$ cat config.mk
export PLATFORM = sky130hd
export DESIGN_NAME = meas_seq
export DESIGN_NICKNAME = d
export VERILOG_FILES = /design/src/rtl/meas_seq.sv
export SDC_FILE = /design/constraint.sdc
export NUM_CORES = 2
export LEC_CHECK = 0
export ABC_CLOCK_PERIOD_IN_PS = 4800
export BUFFER_PORTS_ARGS = -buffer_cell sky130_fd_sc_hd__buf_2
export CORE_AREA = 4 4 485 487
export CTS_BUF_LIST = sky130_fd_sc_hd__clkbuf_2 sky130_fd_sc_hd__clkbuf_4 sky130_fd_sc_hd__clkbuf_8
export CTS_CLUSTER_DIAMETER = 200
export DETAILED_ROUTE_END_ITERATION = 10
export DIE_AREA = 0 0 489 491
export PLACE_DENSITY = 0.3
export SETUP_SLACK_MARGIN = 0.5
export SYNTH_ARGS = -nofsm -noshare
export SYNTH_HDL_FRONTEND = slang
export SYNTH_SLANG_ARGS = --single-unit
export TNS_END_PERCENT = 10
$ cat constraint.sdc
create_clock -name I_sclk -period 4.8 [get_ports I_sclk]
set_input_delay 0 -clock I_sclk [delete_from_list [all_inputs] [get_ports I_sclk]]
set_output_delay 0 -clock I_sclk [all_outputs]
set_load 0.01 [all_outputs]
$ cat src/rtl/meas_seq.sv
// Ring-oscillator PUF measurement sequencer: fetches select pairs,
// gates the counters, votes on each comparison and shifts out the ID.
module meas_seq #(
    parameter int C_IOSCNUM      = 48,
    parameter int C_IOSCDWIDTH   = 24,
    parameter int C_OIDWIDTH     = 24,
    parameter int C_MEMDATAWIDTH = 8,
    parameter int C_MEMADDRWIDTH = 24,
    parameter int C_MEMLAT       = 1,
    parameter int C_WINDOW       = 16,
    parameter int C_SETTLE       = 2,
    parameter int C_VOTES        = 3
) (
    input  logic                              I_sclk,
    input  logic                              I_osc_rst,
    input  logic                              I_start,
    input  logic [C_MEMADDRWIDTH-1:0]         I_mem_base,
    input  logic [C_MEMDATAWIDTH-1:0]         I_mem_data,
    input  logic [C_IOSCNUM*C_IOSCDWIDTH-1:0] I_osc_data,
    output logic [C_MEMADDRWIDTH-1:0]         O_mem_addr,
    output logic                              O_osc_clr,
    output logic                              O_osc_en,
    output logic                              O_busy,
    output logic                              O_done,
    output logic [C_OIDWIDTH-1:0]             O_prim_id,
    output logic [C_OIDWIDTH-1:0]             O_unstable,
    output logic                              O_sel_err
);

    localparam logic [3:0] S_IDLE    = 4'd0;
    localparam logic [3:0] S_FETCH1  = 4'd1;
    localparam logic [3:0] S_FETCH2  = 4'd2;
    localparam logic [3:0] S_CLEAR   = 4'd3;
    localparam logic [3:0] S_WINDOW  = 4'd4;
    localparam logic [3:0] S_SETTLE  = 4'd5;
    localparam logic [3:0] S_COMPARE = 4'd6;
    localparam logic [3:0] S_RESOLVE = 4'd7;
    localparam logic [3:0] S_DONE    = 4'd8;

    localparam int CW = 16;
    localparam int VW = $clog2(C_VOTES + 1);
    localparam int BW = $clog2(C_OIDWIDTH + 1);

    logic [3:0]                state;
    logic [CW-1:0]             cnt;
    logic [VW-1:0]             vote_cnt;
    logic [VW-1:0]             ones;
    logic                      tie;
    logic [BW-1:0]             bit_cnt;
    logic [C_MEMDATAWIDTH-1:0] sel1;
    logic [C_MEMDATAWIDTH-1:0] sel2;

    logic [C_IOSCDWIDTH-1:0] cnt_a;
    logic [C_IOSCDWIDTH-1:0] cnt_b;
    logic                    bad_sel;
    logic                    vote;
    logic                    vbit;
    logic                    vunst;

    // Mux by search so out-of-range selects read as zero instead of
    // indexing past the packed count bus.
    always_comb begin
        cnt_a = '0;
        cnt_b = '0;
        for (int i = 0; i < C_IOSCNUM; i++) begin
            if (sel1 == C_MEMDATAWIDTH'(i))
                cnt_a = I_osc_data[i*C_IOSCDWIDTH +: C_IOSCDWIDTH];
            if (sel2 == C_MEMDATAWIDTH'(i))
                cnt_b = I_osc_data[i*C_IOSCDWIDTH +: C_IOSCDWIDTH];
        end
    end

    assign bad_sel = (int'(sel1) >= C_IOSCNUM)
                  || (int'(sel2) >= C_IOSCNUM)
                  || (sel1 == sel2);
    assign vote    = cnt_a > cnt_b;
    assign vbit    = !bad_sel && (ones > VW'(C_VOTES / 2));
    assign vunst   = bad_sel || tie
                  || !((ones == '0) || (ones == VW'(C_VOTES)));

    always_ff @(posedge I_sclk) begin
        if (!I_osc_rst) begin
            state      <= S_IDLE;
            cnt        <= '0;
            vote_cnt   <= '0;
            ones       <= '0;
            tie        <= 1'b0;
            bit_cnt    <= '0;
            sel1       <= '0;
            sel2       <= '0;
            O_mem_addr <= '0;
            O_osc_clr  <= 1'b0;
            O_osc_en   <= 1'b0;
            O_busy     <= 1'b0;
            O_done     <= 1'b0;
            O_prim_id  <= '0;
            O_unstable <= '0;
            O_sel_err  <= 1'b0;
        end else begin
            O_osc_clr <= 1'b0;
            O_done    <= 1'b0;
            unique case (state)
                S_IDLE: begin
                    if (I_start) begin
                        state      <= S_FETCH1;
                        O_busy     <= 1'b1;
                        O_mem_addr <= I_mem_base;
                        O_prim_id  <= '0;
                        O_unstable <= '0;
                        O_sel_err  <= 1'b0;
                        bit_cnt    <= '0;
                        vote_cnt   <= '0;
                        ones       <= '0;
                        tie        <= 1'b0;
                        cnt        <= '0;
                    end
                end
                S_FETCH1: begin
                    if (cnt == CW'(C_MEMLAT - 1)) begin
                        cnt        <= '0;
                        sel1       <= I_mem_data;
                        O_mem_addr <= O_mem_addr + 1'b1;
                        state      <= S_FETCH2;
                    end else begin
                        cnt <= cnt + 1'b1;
                    end
                end
                S_FETCH2: begin
                    if (cnt == CW'(C_MEMLAT - 1)) begin
                        cnt        <= '0;
                        sel2       <= I_mem_data;
                        O_mem_addr <= O_mem_addr + 1'b1;
                        O_osc_clr  <= 1'b1;
                        state      <= S_CLEAR;
                    end else begin
                        cnt <= cnt + 1'b1;
                    end
                end
                S_CLEAR: begin
                    O_osc_en <= 1'b1;
                    state    <= S_WINDOW;
                end
                S_WINDOW: begin
                    if (cnt == CW'(C_WINDOW - 1)) begin
                        cnt      <= '0;
                        O_osc_en <= 1'b0;
                        state    <= S_SETTLE;
                    end else begin
                        cnt <= cnt + 1'b1;
                    end
                end
                S_SETTLE: begin
                    if (cnt == CW'(C_SETTLE - 1)) begin
                        cnt   <= '0;
                        state <= S_COMPARE;
                    end else begin
                        cnt <= cnt + 1'b1;
                    end
                end
                S_COMPARE: begin
                    vote_cnt <= vote_cnt + 1'b1;
                    ones     <= ones + VW'(vote);
                    tie      <= tie | (cnt_a == cnt_b);
                    if (vote_cnt == VW'(C_VOTES - 1)) begin
                        state <= S_RESOLVE;
                    end else begin
                        O_osc_clr <= 1'b1;
                        state     <= S_CLEAR;
                    end
                end
                S_RESOLVE: begin
                    O_prim_id  <= {O_prim_id[C_OIDWIDTH-2:0], vbit};
                    O_unstable <= {O_unstable[C_OIDWIDTH-2:0], vunst};
                    O_sel_err  <= O_sel_err | bad_sel;
                    vote_cnt   <= '0;
                    ones       <= '0;
                    tie        <= 1'b0;
                    bit_cnt    <= bit_cnt + 1'b1;
                    if (bit_cnt == BW'(C_OIDWIDTH - 1))
                        state <= S_DONE;
                    else
                        state <= S_FETCH1;
                end
                S_DONE: begin
                    O_done <= 1'b1;
                    O_busy <= 1'b0;
                    state  <= S_IDLE;
                end
                default: state <= S_IDLE;
            endcase
        end
    end

endmodule

==> results by group <==
STA
  – # setup viols final: 3
  – Measured slew at the worst slew-check pin: 1.14 ns
  – Setup tns final: -1.80 ns
  – Clk_skew: 0.0344 ns
  – Post-route clock period utilization: 114%
  – Unrepaired setup endpoints after global routing: true
  – Fmax: 182 MHz
  – Rel. slew slack: 23.7%
  – Final min period: 5.48 ns
  – Max-slew violation count: 0
  – Final hold violation count: 0
  – Final WS setup: -0.683 ns

Routing
  – Antenna-violating nets left: 0
  – Remaining DRCs: 0
  – Final WL: 478 mm
  – Initial DRC Count: 7,732
  – Post-DR wirelength/cell: 53.3 µm
  – Vias per cell: 5.67
  – Drt pass-1 iters: 8
  – Vias: 50,900

Clocking
  – Reg clk slew, reported paths: 0.11 ns
  – Longest Clk Path Bufs: 2
  – Htree depth: 4
  – Inserted Clock Buffers: 17
  – Clock sinks: 123
  – Clock root buffer: clkbuf_8
  – Skew-Pair Late Insertion Delay: 0.55 ns
  – TritonCTS clock tree: yes

Power
  – Switching part of the total power: 55.6%
  – Int Power: 4.28 mW
  – Leak pwr: 19.9 nW
  – Reg power frac: 12.2%
  – Power Total: 9.62 mW
  – Share of total power in the clock network: 10.8%
  – Maximum VDD drop: 190 µV
  – Switching power: 5.35 mW
  – Comb pwr share: 77.0%
  – PD cells: 204 nW/µm²

Global route
  – GRT Util Overall: 37.8%
  – Total global routing overflow: 0
  – Vias in the first global route: 48,600
  – Initial antenna violation count: 322
  – Global-route wire length before repair: 583 mm
  – Largest net degree at the start of global routing: 55

Cells and area
  – Fillers: 26,600
  – Area occupied by registers: 2500 µm²
  – P&R area growth vs syn: 98.9%
  – Area taken by multi-input logic gates: 21,100 µm²
  – Final #Nets: 7,020
  – Layout cells sized above 1: 51.2%

Setup path
  – CP endpoint kind: register
  – CP Max Fanout: 8
  – Crit start category: register
  – WP data arrival: 5.87 ns
  – Crit Path Class: register to register
  – Worst EP required: 5.19 ns

Synthesis
  – Synth area leaders: a22oi_1 (12%), dfxtp_1 (10%), a221oi_1 (7.0%)
  – Register area share after synthesis: 10.4%
  – Synthesized cell area: 23,700 µm²
  – Seq cells post-synth: 123
  – Top-count cell post-synth: a22oi_1
  – Number of synthesized flops with an enable pin: 0
  – Mean post-synth cell area: 6.84 µm²
  – Main synth FF type: dfxtp_1
  – Yosys warnings: 0
  – Most frequent cells after synthesis: a22oi_1 (394), nor2_1 (332), nand2_1 (292), a21oi_1 (255), o21ai_0 (245)
  – Cells after synthesis: 3,473
  – FFs w/ async S/R, synth: 0%
  – Yosys top cell by area: a22oi_1
  – Synth top area share: 12.5%
  – Syn_nets: 4,692
  – Distinct cell type count after synthesis: 94

Min path
  – Hold WC Path Type: input pin to register

Outcome
  – Failing checks: negative setup slack
  – Status: complete, but fails checks

Floorplan
  – DIE HEIGHT: 491 µm
  – Die Width: 489 µm
  – Die area: 240,000 µm²
  – Core Box Area: 231,000 µm²
  – Initial core utilization: 10.3%
  – Std-Cell Rows: 177
  – Ports: 1,264

Place
  – Final HPWL DP: 420 mm
  – Routability cong.: 1.09
  – PortBufs: 1,263

Run
  – MaxCap Viol Count: 0
## metal layers
| layer | GRT usage, % | vias to the layer above | wire length, µm |
|---|---|---|---|
| met2 | 54.7 | 4541 | 194000 |
| met1 | 45.5 | 25500 | 185000 |
| met3 | 13.0 | 1527 | 51400 |
| met5 | 0 | - | 1430 |
| met4 | 29.3 | 218 | 45800 |
| li1 | - | 19100 | - |
## metrics by stage
stage | cell area, µm² | utilization [%] | setup WS, ns | std cells | hold WS [ns]
after floorplan | 23700 | - | 0.668 | 3473 | 0.144
after global routing | 47100 | 20.3 | -0.602 | 8912 | 0.237
after detailed placement | 43700 | 18.9 | -2.07 | 8690 | 0.278
after CTS | 46600 | 20.1 | -0.422 | 8841 | 0.177
after global placement | 43700 | 18.9 | -2.28 | 8690 | 0.264
final | 47200 | 20.4 | -0.683 | 8972 | 0.277
## power by group through the flow
stage                     sequential [mW]  clock (mW)  combinational (mW)
after CTS                            1.18        1.09                7.03
after floorplan                      1.18           0                1.95
after global placement               1.21           0                6.60
after global routing                 1.19        1.12                7.35
after detailed placement             1.21           0                6.55
final                                1.18        1.03                7.41
## registers in the layout, summed over array words and instances (netlist names), 2 cells and up
name        flops
O_mem_addr     24
O_prim_id      24
O_unstable     24
cnt            16
sel1            8
sel2            8
bit_cnt         5
state           4
ones            2
vote_cnt        2
## final timing paths
kind	start	end	slack, ns	cells past startpoint
hold reg to reg	bit_cnt[4]	bit_cnt[4]	0.46	1
setup reg to reg	sel1[0]	ones[0]	-0.68	24
setup / recovery	sel1[0]	ones[0]	-0.68	24
hold / removal	I_mem_base[0]	O_mem_addr[0]	0.28	4
## cells in the final DEF (no fill, tap or decap), types with 18 or more instances in the layout
master	instances
o221ai_1	35
diode_2	115
a221oi_2	19
buf_2	1263
nand3_1	107
nor2_2	35
o21ai_0	219
a22oi_1	387
dfxtp_1	111
nand2_1	277
o22ai_1	61
buf_12	139
nor3_1	62
nor2b_1	20
and3_1	26
o211ai_1	42
ha_1	26
a221oi_1	168
buf_4	1148
dlygate4sd3_1	40
a21oi_1	242
a222oi_1	82
mux2i_1	57
clkbuf_8	18
a31oi_1	39
a221o_1	28
nor4_1	22
nor2_1	301
nand4_1	68
a22o_1	96
o21ai_1	23
buf_6	63
o2111ai_1	26
mux2_2	24
a211oi_1	42
## critical path, stage by stage, from the launching register on
cell	delay, ns
dfxtp_4	0.38
buf_6	0.14
buf_16	0.13
nor2b_2	0.17
buf_12	0.16
nand2_4	0.08
buf_6	0.12
nor2_2	0.05
buf_12	0.14
buf_4	0.15
a222oi_1	0.87
o211ai_1	0.49
o21ai_1	0.20
a21oi_1	0.10
ha_1	0.32
nand4_1	0.11
nor2_2	0.15
nand3_2	0.17
or4_4	0.58
nand2b_4	0.11
o21ai_4	0.09
buf_6	0.14
ha_4	0.22
a31oi_4	0.15
nor2_1	0.06
## layout make-up
cell class,instances,area share (%)
Sequential cell,123,5.29
Timing Repair Buffer,2666,40.4
Multi-Input combinational cell,2972,44.6
Clock inverter,14,0.342
Tap cell,3043,8.06
Inverter,21,0.172
Antenna cell,115,0.609
Clock buffer,18,0.525
## what timing repair did
action | in CTS | in global routing
hold endpoints to repair | 48 | 0
buffers inserted | 76 | 16
pin swaps | 93 | 43
gates resized for setup | 318 | 48
cloned | 3 | 0
setup endpoints to repair | 3 | 3
hold buffers | 40 | 0
## logic make-up after synthesis
kind of cell / count (synthesis) / synth area share [%]
AO/OA/AOI/OAI: 1727 / 52.6
adder cells (fa/ha/maj): 32 / 1.69
AND/OR/NAND/NOR: 1101 / 22.9
multiplexers: 90 / 4.36
flip-flops: 123 / 10.4
buffers and inverters: 378 / 7.28
XOR/XNOR: 22 / 0.812
(Power assumes the default switching activity.)
